--- src/rtl/sm83_bus_resp_pkg.sv ---
// Shared types and default widths for the SM83 bus responder slice.
package sm83_pkg;

  localparam int unsigned SM83_ADR_WIDTH = 16;
  localparam int unsigned SM83_WORD_SIZE = 8;

  typedef enum logic [1:0] {
    IDLE   = 2'd0,
    RD     = 2'd1,
    WR     = 2'd2,
    COMMIT = 2'd3
  } sm83_resp_state_t;

endpackage

--- src/rtl/sm83_bus_resp_if.sv ---
// CPU-side bus of the SM83 responder: phases, address, strobes, data.
interface sm83_bus_resp_if
  import sm83_pkg::*;
#(
  parameter int unsigned ADR_WIDTH = SM83_ADR_WIDTH,
  parameter int unsigned WORD_SIZE = SM83_WORD_SIZE
) ();

  logic                 t1;
  logic                 t2;
  logic                 t3;
  logic                 t4;
  logic [ADR_WIDTH-1:0] adr;
  logic                 n_rd;
  logic                 n_wr;
  logic [WORD_SIZE-1:0] wdata;
  logic [WORD_SIZE-1:0] rdata;
  logic                 rdata_oe;

  modport master (
    output t1, t2, t3, t4, adr, n_rd, n_wr, wdata,
    input  rdata, rdata_oe
  );

  modport slave (
    input  t1, t2, t3, t4, adr, n_rd, n_wr, wdata,
    output rdata, rdata_oe
  );

endinterface

--- src/rtl/sm83_bus_resp_strobe_edge.sv ---
// Active-low strobe qualifier: a strobe only counts once it has been seen
// released after reset, so a strobe held low through reset is ignored.
module sm83_strobe_edge (
  input  logic clk,
  input  logic n_reset,
  input  logic strobe_n_i,
  output logic active_o
);

  logic armed_q;
  logic armed_d;

  // Arm as soon as the strobe is observed high; stays armed until reset.
  always_comb begin
    armed_d = armed_q | strobe_n_i;
  end

  // Arming register; reset disarms.
  always_ff @(posedge clk or negedge n_reset) begin
    if (!n_reset) armed_q <= 1'b0;
    else          armed_q <= armed_d;
  end

  assign active_o = armed_q & ~strobe_n_i;

endmodule

--- src/rtl/sm83_bus_resp.sv ---
// SM83 register-window bus responder. Decodes an aligned NREG window at
// BASE, turns CPU strobes into one-clk backend read/write pulses and holds
// read data for the CPU until the read strobe rises.
// Optional feature: define SM83_BUS_RESP_WPROT_EN for write protection
// (wprot input, sticky wprot_hit output).
module sm83_bus_resp
  import sm83_pkg::*;
#(
  parameter int unsigned          ADR_WIDTH = SM83_ADR_WIDTH,
  parameter int unsigned          WORD_SIZE = SM83_WORD_SIZE,
  parameter logic [ADR_WIDTH-1:0] BASE      = 16'hff40,
  parameter int unsigned          NREG      = 16
) (
  input  logic                     clk,
  input  logic                     n_reset,
  sm83_bus_resp_if.slave           bus,
  output logic [$clog2(NREG)-1:0]  reg_adr,
  output logic                     reg_we,
  output logic                     reg_re,
  output logic [WORD_SIZE-1:0]     reg_wdata,
  input  logic [WORD_SIZE-1:0]     reg_rdata,
  output logic                     conflict
`ifdef SM83_BUS_RESP_WPROT_EN
  ,
  input  logic                     wprot,
  output logic                     wprot_hit
`endif
);

  localparam int unsigned IDXW = $clog2(NREG);

  sm83_resp_state_t     state_q, state_d;
  logic [IDXW-1:0]      idx_q, idx_d;
  logic [WORD_SIZE-1:0] wdata_q, wdata_d;
  logic [WORD_SIZE-1:0] rdata_q, rdata_d;
  logic                 oe_q, oe_d;
  logic                 re_q, re_d;
  logic                 conflict_q, conflict_d;
  logic                 rd_act, wr_act;
  logic                 hit;

  sm83_strobe_edge u_rd_edge (
    .clk        (clk),
    .n_reset    (n_reset),
    .strobe_n_i (bus.n_rd),
    .active_o   (rd_act)
  );

  sm83_strobe_edge u_wr_edge (
    .clk        (clk),
    .n_reset    (n_reset),
    .strobe_n_i (bus.n_wr),
    .active_o   (wr_act)
  );

  assign hit = (bus.adr[ADR_WIDTH-1:IDXW] == BASE[ADR_WIDTH-1:IDXW]);

  // Next-state and datapath: only IDLE looks at the address; later states
  // use the index captured on entry. A simultaneous read+write is a write.
  always_comb begin
    state_d    = state_q;
    idx_d      = idx_q;
    wdata_d    = wdata_q;
    rdata_d    = rdata_q;
    oe_d       = oe_q;
    re_d       = 1'b0;
    conflict_d = conflict_q;
    case (state_q)
      IDLE: begin
        if (hit && wr_act) begin
          state_d = WR;
          idx_d   = bus.adr[IDXW-1:0];
          wdata_d = bus.wdata;
          if (rd_act) conflict_d = 1'b1;
        end else if (hit && rd_act) begin
          state_d = RD;
          idx_d   = bus.adr[IDXW-1:0];
          re_d    = 1'b1;
        end
      end
      RD: begin
        if (bus.n_rd) begin
          state_d = IDLE;
          rdata_d = '0;
          oe_d    = 1'b0;
        end else begin
          if (wr_act) conflict_d = 1'b1;
          if (!oe_q) begin
            rdata_d = reg_rdata;
            oe_d    = 1'b1;
          end
        end
      end
      WR: begin
        if (bus.n_wr) begin
          state_d = COMMIT;
        end else begin
          wdata_d = bus.wdata;
          if (rd_act) conflict_d = 1'b1;
        end
      end
      COMMIT:  state_d = IDLE;
      default: state_d = IDLE;
    endcase
  end

  // State and output registers; reset clears everything immediately.
  always_ff @(posedge clk or negedge n_reset) begin
    if (!n_reset) begin
      state_q    <= IDLE;
      idx_q      <= '0;
      wdata_q    <= '0;
      rdata_q    <= '0;
      oe_q       <= 1'b0;
      re_q       <= 1'b0;
      conflict_q <= 1'b0;
    end else begin
      state_q    <= state_d;
      idx_q      <= idx_d;
      wdata_q    <= wdata_d;
      rdata_q    <= rdata_d;
      oe_q       <= oe_d;
      re_q       <= re_d;
      conflict_q <= conflict_d;
    end
  end

  assign reg_adr      = idx_q;
  assign reg_re       = re_q;
  assign reg_wdata    = wdata_q;
  assign conflict     = conflict_q;
  assign bus.rdata    = rdata_q;
  assign bus.rdata_oe = oe_q;

`ifdef SM83_BUS_RESP_WPROT_EN
  logic wph_q, wph_d;

  // A protected commit is dropped and remembered until reset.
  always_comb begin
    wph_d = wph_q | ((state_q == COMMIT) && wprot);
  end

  // Sticky write-protect hit flag.
  always_ff @(posedge clk or negedge n_reset) begin
    if (!n_reset) wph_q <= 1'b0;
    else          wph_q <= wph_d;
  end

  assign reg_we    = (state_q == COMMIT) && !wprot;
  assign wprot_hit = wph_q;
`else
  assign reg_we = (state_q == COMMIT);
`endif

endmodule

--- src/flat_wrapper.sv ---
// flat-port wrapper written by rule: the top's interface ports become plain ports
module sm83_bus_resp_flat import sm83_pkg::*;
#(
  parameter int unsigned          ADR_WIDTH = SM83_ADR_WIDTH,
  parameter int unsigned          WORD_SIZE = SM83_WORD_SIZE,
  parameter logic [ADR_WIDTH-1:0] BASE      = 16'hff40,
  parameter int unsigned          NREG      = 16
)
  (clk, n_reset, reg_adr, reg_we, reg_re, reg_wdata, reg_rdata, conflict, bus_t1, bus_t2, bus_t3, bus_t4, bus_adr, bus_n_rd, bus_n_wr, bus_wdata, bus_rdata, bus_rdata_oe);
  sm83_bus_resp_if #(.ADR_WIDTH(ADR_WIDTH), .WORD_SIZE(WORD_SIZE)) bus_i ();
  input  logic clk;
  input  logic n_reset;
  output logic [$clog2(NREG)-1:0] reg_adr;
  output logic reg_we;
  output logic reg_re;
  output logic [WORD_SIZE-1:0] reg_wdata;
  input  logic [WORD_SIZE-1:0] reg_rdata;
  output logic conflict;
  input wire logic [$bits(bus_i.t1)-1:0] bus_t1;
  input wire logic [$bits(bus_i.t2)-1:0] bus_t2;
  input wire logic [$bits(bus_i.t3)-1:0] bus_t3;
  input wire logic [$bits(bus_i.t4)-1:0] bus_t4;
  input wire logic [$bits(bus_i.adr)-1:0] bus_adr;
  input wire logic [$bits(bus_i.n_rd)-1:0] bus_n_rd;
  input wire logic [$bits(bus_i.n_wr)-1:0] bus_n_wr;
  input wire logic [$bits(bus_i.wdata)-1:0] bus_wdata;
  output wire logic [$bits(bus_i.rdata)-1:0] bus_rdata;
  output wire logic [$bits(bus_i.rdata_oe)-1:0] bus_rdata_oe;
  assign bus_i.t1 = bus_t1;
  assign bus_i.t2 = bus_t2;
  assign bus_i.t3 = bus_t3;
  assign bus_i.t4 = bus_t4;
  assign bus_i.adr = bus_adr;
  assign bus_i.n_rd = bus_n_rd;
  assign bus_i.n_wr = bus_n_wr;
  assign bus_i.wdata = bus_wdata;
  assign bus_rdata = bus_i.rdata;
  assign bus_rdata_oe = bus_i.rdata_oe;
  sm83_bus_resp #(.ADR_WIDTH(ADR_WIDTH), .WORD_SIZE(WORD_SIZE), .BASE(BASE), .NREG(NREG)) u_core (.clk(clk), .n_reset(n_reset), .bus(bus_i), .reg_adr(reg_adr), .reg_we(reg_we), .reg_re(reg_re), .reg_wdata(reg_wdata), .reg_rdata(reg_rdata), .conflict(conflict));
endmodule
--- config.mk ---
export PLATFORM = sky130hd
export DESIGN_NAME = sm83_bus_resp_flat
export DESIGN_NICKNAME = d
export VERILOG_FILES = /design/src/rtl/sm83_bus_resp_pkg.sv /design/src/rtl/sm83_bus_resp_if.sv /design/src/rtl/sm83_bus_resp_strobe_edge.sv /design/src/rtl/sm83_bus_resp.sv /design/src/flat_wrapper.sv
export SDC_FILE = /design/constraint.sdc
export NUM_CORES = 1
export LEC_CHECK = 0
export BUFFER_PORTS_ARGS = -buffer_cell sky130_fd_sc_hd__buf_4
export CORE_UTILIZATION = 38
export CTS_CLUSTER_SIZE = 30
export DETAILED_ROUTE_END_ITERATION = 8
export GPL_ROUTABILITY_DRIVEN = 0
export PLACE_DENSITY = 0.73
export SLEW_MARGIN = 20
export SYNTH_ARGS = -nofsm -noshare
export SYNTH_HDL_FRONTEND = slang
export SYNTH_SLANG_ARGS = --single-unit
--- constraint.sdc ---
create_clock -name clk -period 1.5 [get_ports clk]
set_clock_uncertainty 0.1 [all_clocks]
set_input_delay 0.3 -clock clk [delete_from_list [all_inputs] [get_ports clk]]
set_output_delay 0.3 -clock clk [all_outputs]
set_load 0.01 [all_outputs]
==> flow_metrics.env <==
export IMPL_status="finished clean"
export IMPL_clock_latency_ps=320
export IMPL_port_buffers=59
export IMPL_clk_path_buf_depth=2
export IMPL_grt_pass1_wl_mm=4.38
export IMPL_finalHoldViolCount=0
export IMPL_via_per_inst=5.07
export IMPL_met3_length_um=156
export IMPL_max_freq_mhz=674
export IMPL_cp_arrival_ps=1610
export IMPL_numCtsBuffers=3
export IMPL_final_cells=191
export IMPL_slew_limit_headroom_pct=77.4
export IMPL_die_x_um=56.5
export IMPL_dpl_cell_count=184
export IMPL_finalCritPeriodShare_pct=99.0
export IMPL_wl_met1_mm=1.00
export IMPL_grt_overflow=0
export IMPL_cp_required_ps=1630
export IMPL_synth_warnings=0
export IMPL_grt_pass1_vias=1035
export IMPL_drv_slew=0
export IMPL_critical_path_class="reg -> reg"
export IMPL_wl_per_cell_um=14.2
export IMPL_yosysTopAreaCell="dfrtp_1"
export IMPL_htreeDepth=1
export IMPL_pre_cts_ws_ps=-257
export IMPL_ant_nets=0
export IMPL_fin_ws_ps=15.7
export IMPL_synth_area_top_cells="dfrtp_1 (60%), mux2_2 (12%), a22o_1 (6.2%), nand4_4 (1.9%), and4_1 (1.6%)"
export IMPL_die_y_um=56.5
export IMPL_p_leak_nw=0.911
export IMPL_hold_depth=2
export IMPL_cts_sinks=27
export IMPL_tritoncts="done"
export IMPL_core_rowCount=19
export IMPL_syn_area_um2=1130
export IMPL_final_cell_mix="buf_4 (70), dfrtp_1 (26), a22o_1 (8)"
export IMPL_io_pins=64
export IMPL_post_synth_top_area_fraction_pct=59.9
export IMPL_syn_avg_cell_area_um2=13.6
export IMPL_syn2layout_area_growth_pct=60.0
export IMPL_setup_viol=0
export IMPL_p_per_area_nw_per_um2=1320
export IMPL_fin_crit_ps=1480
export IMPL_n_fill_cell=233
export IMPL_drt_total_wl_mm=2.72
export IMPL_async_flop_share_pct=100
export IMPL_clk_pin_slew_ps=140
export IMPL_final_common_cell="buf_4"
export IMPL_synth_cell_types=27
export IMPL_yosys_register_bits=27
export IMPL_die_area_um2=3190
export IMPL_fp_coreArea_um2=2780
export IMPL_crit_path_end_kind="flop"
export IMPL_diodes=0
export IMPL_grt_util_all_layers_pct=17.5
export IMPL_crit_fanout=8
export IMPL_start_kind="flop"
export IMPL_start_util_pct=40.5
export IMPL_drive_gt1_share_pct=62.5
export IMPL_ir_drop_v=0.00119
export IMPL_rr_worst_depth=5
export IMPL_drt_pre_antenna_iters=3
export IMPL_finalHoldWorstSlack_ps=86.4
export IMPL_first_iter_violations=20
export IMPL_synth_cells=83
export IMPL_top_layer="met4"
export IMPL_grt_max_degree=28
export IMPL_nets=201
export IMPL_syn_num_nets=123
export IMPL_route_met2_wl_mm=1.54
export IMPL_rsz0062_at_grt="true"
export IMPL_route_detailed_drc=0
export IMPL_seq_area_frac_synth_pct=59.9
export IMPL_synth_edff_count=0
export IMPL_cap_violations=0
export IMPL_ys_flop_type="dfrtp_1"
export IMPL_hp_class="in -> reg"
export IMPL_route_vias_total=968
export IMPL_grt_antenna_before_repair=0
export IMPL_cts_root_buf="clkbuf_4"
export IMPL_worst_slew_pin_slew_ps=338
export IMPL_dp_hpwl_mm=2.06
report_power, final:
group	internal (mW)	switching [mW]	leakage (nW)
combinational	0.587	0.362	0.558
sequential	0.966	0.160	0.335
clock	0.100	0.211	0.0177
worst paths after layout:
check / startpoint / to / slack (ps)
max: u_core.u_wr_edge.armed_q / u_core.reg_wdata[7] / 20
min: reg_rdata[6] / u_core.bus.rdata[6] / 90
max reg2reg: u_core.u_wr_edge.armed_q / u_core.reg_wdata[7] / 20
min reg2reg: u_core.conflict / u_core.conflict / 390
max in group asynchronous: n_reset / u_core.state_q[0] / 720
min in group asynchronous: n_reset / u_core.bus.rdata[2] / 310
cell usage after synthesis, types with 2 or more instances:
| master | instances |
|---|---|
| and4_1 | 2 |
| mux2_2 | 12 |
| or2_2 | 2 |
| a21oi_1 | 2 |
| o21ai_0 | 3 |
| a31oi_1 | 2 |
| a22o_1 | 8 |
| nand2b_1 | 2 |
| inv_1 | 2 |
| dfrtp_1 | 27 |
| nor2_1 | 2 |
| nor2b_1 | 2 |
| nand2_1 | 3 |
metrics by stage:
| stage | power [mW] | util [%] | instance area [um^2] | TNS (ps) |
|---|---|---|---|---|
| after global routing | 2.53 | 64.9 | 1800 | -313 |
| after floorplan | 1.48 | - | 1130 | -605 |
| final | 2.39 | 64.9 | 1800 | 0 |
| after global placement | 1.99 | 60.8 | 1690 | -3470 |
| after CTS | 2.36 | 62.3 | 1730 | -18.6 |
| after detailed placement | 2.03 | 60.8 | 1690 | -3850 |
critical path: stages, from the launching register on:
cell     delay [ps]
dfrtp_1         370
and2b_2         170
nand4_4          90
a21oi_4         190
buf_12          140
mux2_2          320
registers in the layout (all words and copies together), names as in the netlist:
register and cells:
u_core.bus.rdata 8, u_core.u_wr_edge.armed_q 1, u_core.u_rd_edge.armed_q 1, u_core.bus.rdata_oe 1
u_core.reg_re 1, u_core.state_q 2, u_core.conflict 1, u_core.reg_adr 4
u_core.reg_wdata 8
logic make-up (layout without fill, tap and decap cells):
kind of cell | Yosys count | after routing | synth area share [%]
buffers and inverters | 3 | 80 | 1.33
flip-flops | 27 | 27 | 59.9
AO/OA/AOI/OAI | 19 | 19 | 13.0
AND/OR/NAND/NOR | 22 | 22 | 13.8
multiplexers | 12 | 12 | 12.0
cell type report:
class	count	area [um^2]	share of cell area, %
sequential	27	677	37.5
timing repair buffer	74	578	32.0
multi-input combinational	53	475	26.4
tap	31	38.8	2.15
clock buffer	3	22.5	1.25
inverter	2	7.51	0.416
clock inverter	1	5.00	0.277
layer usage:
metal	up-vias	GRT usage (%)
met5	-	0
met4	0	4.18
met3	3	3.69
met2	37	34.6
met1	467	18.3
li1	461	-
timing repair:
action,CTS,global route
hold buffers,1,0
pin swaps,0,3
resized for setup,1,14
setup endpoints to repair,10,15
buffers inserted,0,2
hold endpoints to repair,27,0
No activity file was read; power rests on OpenSTA's default activity.
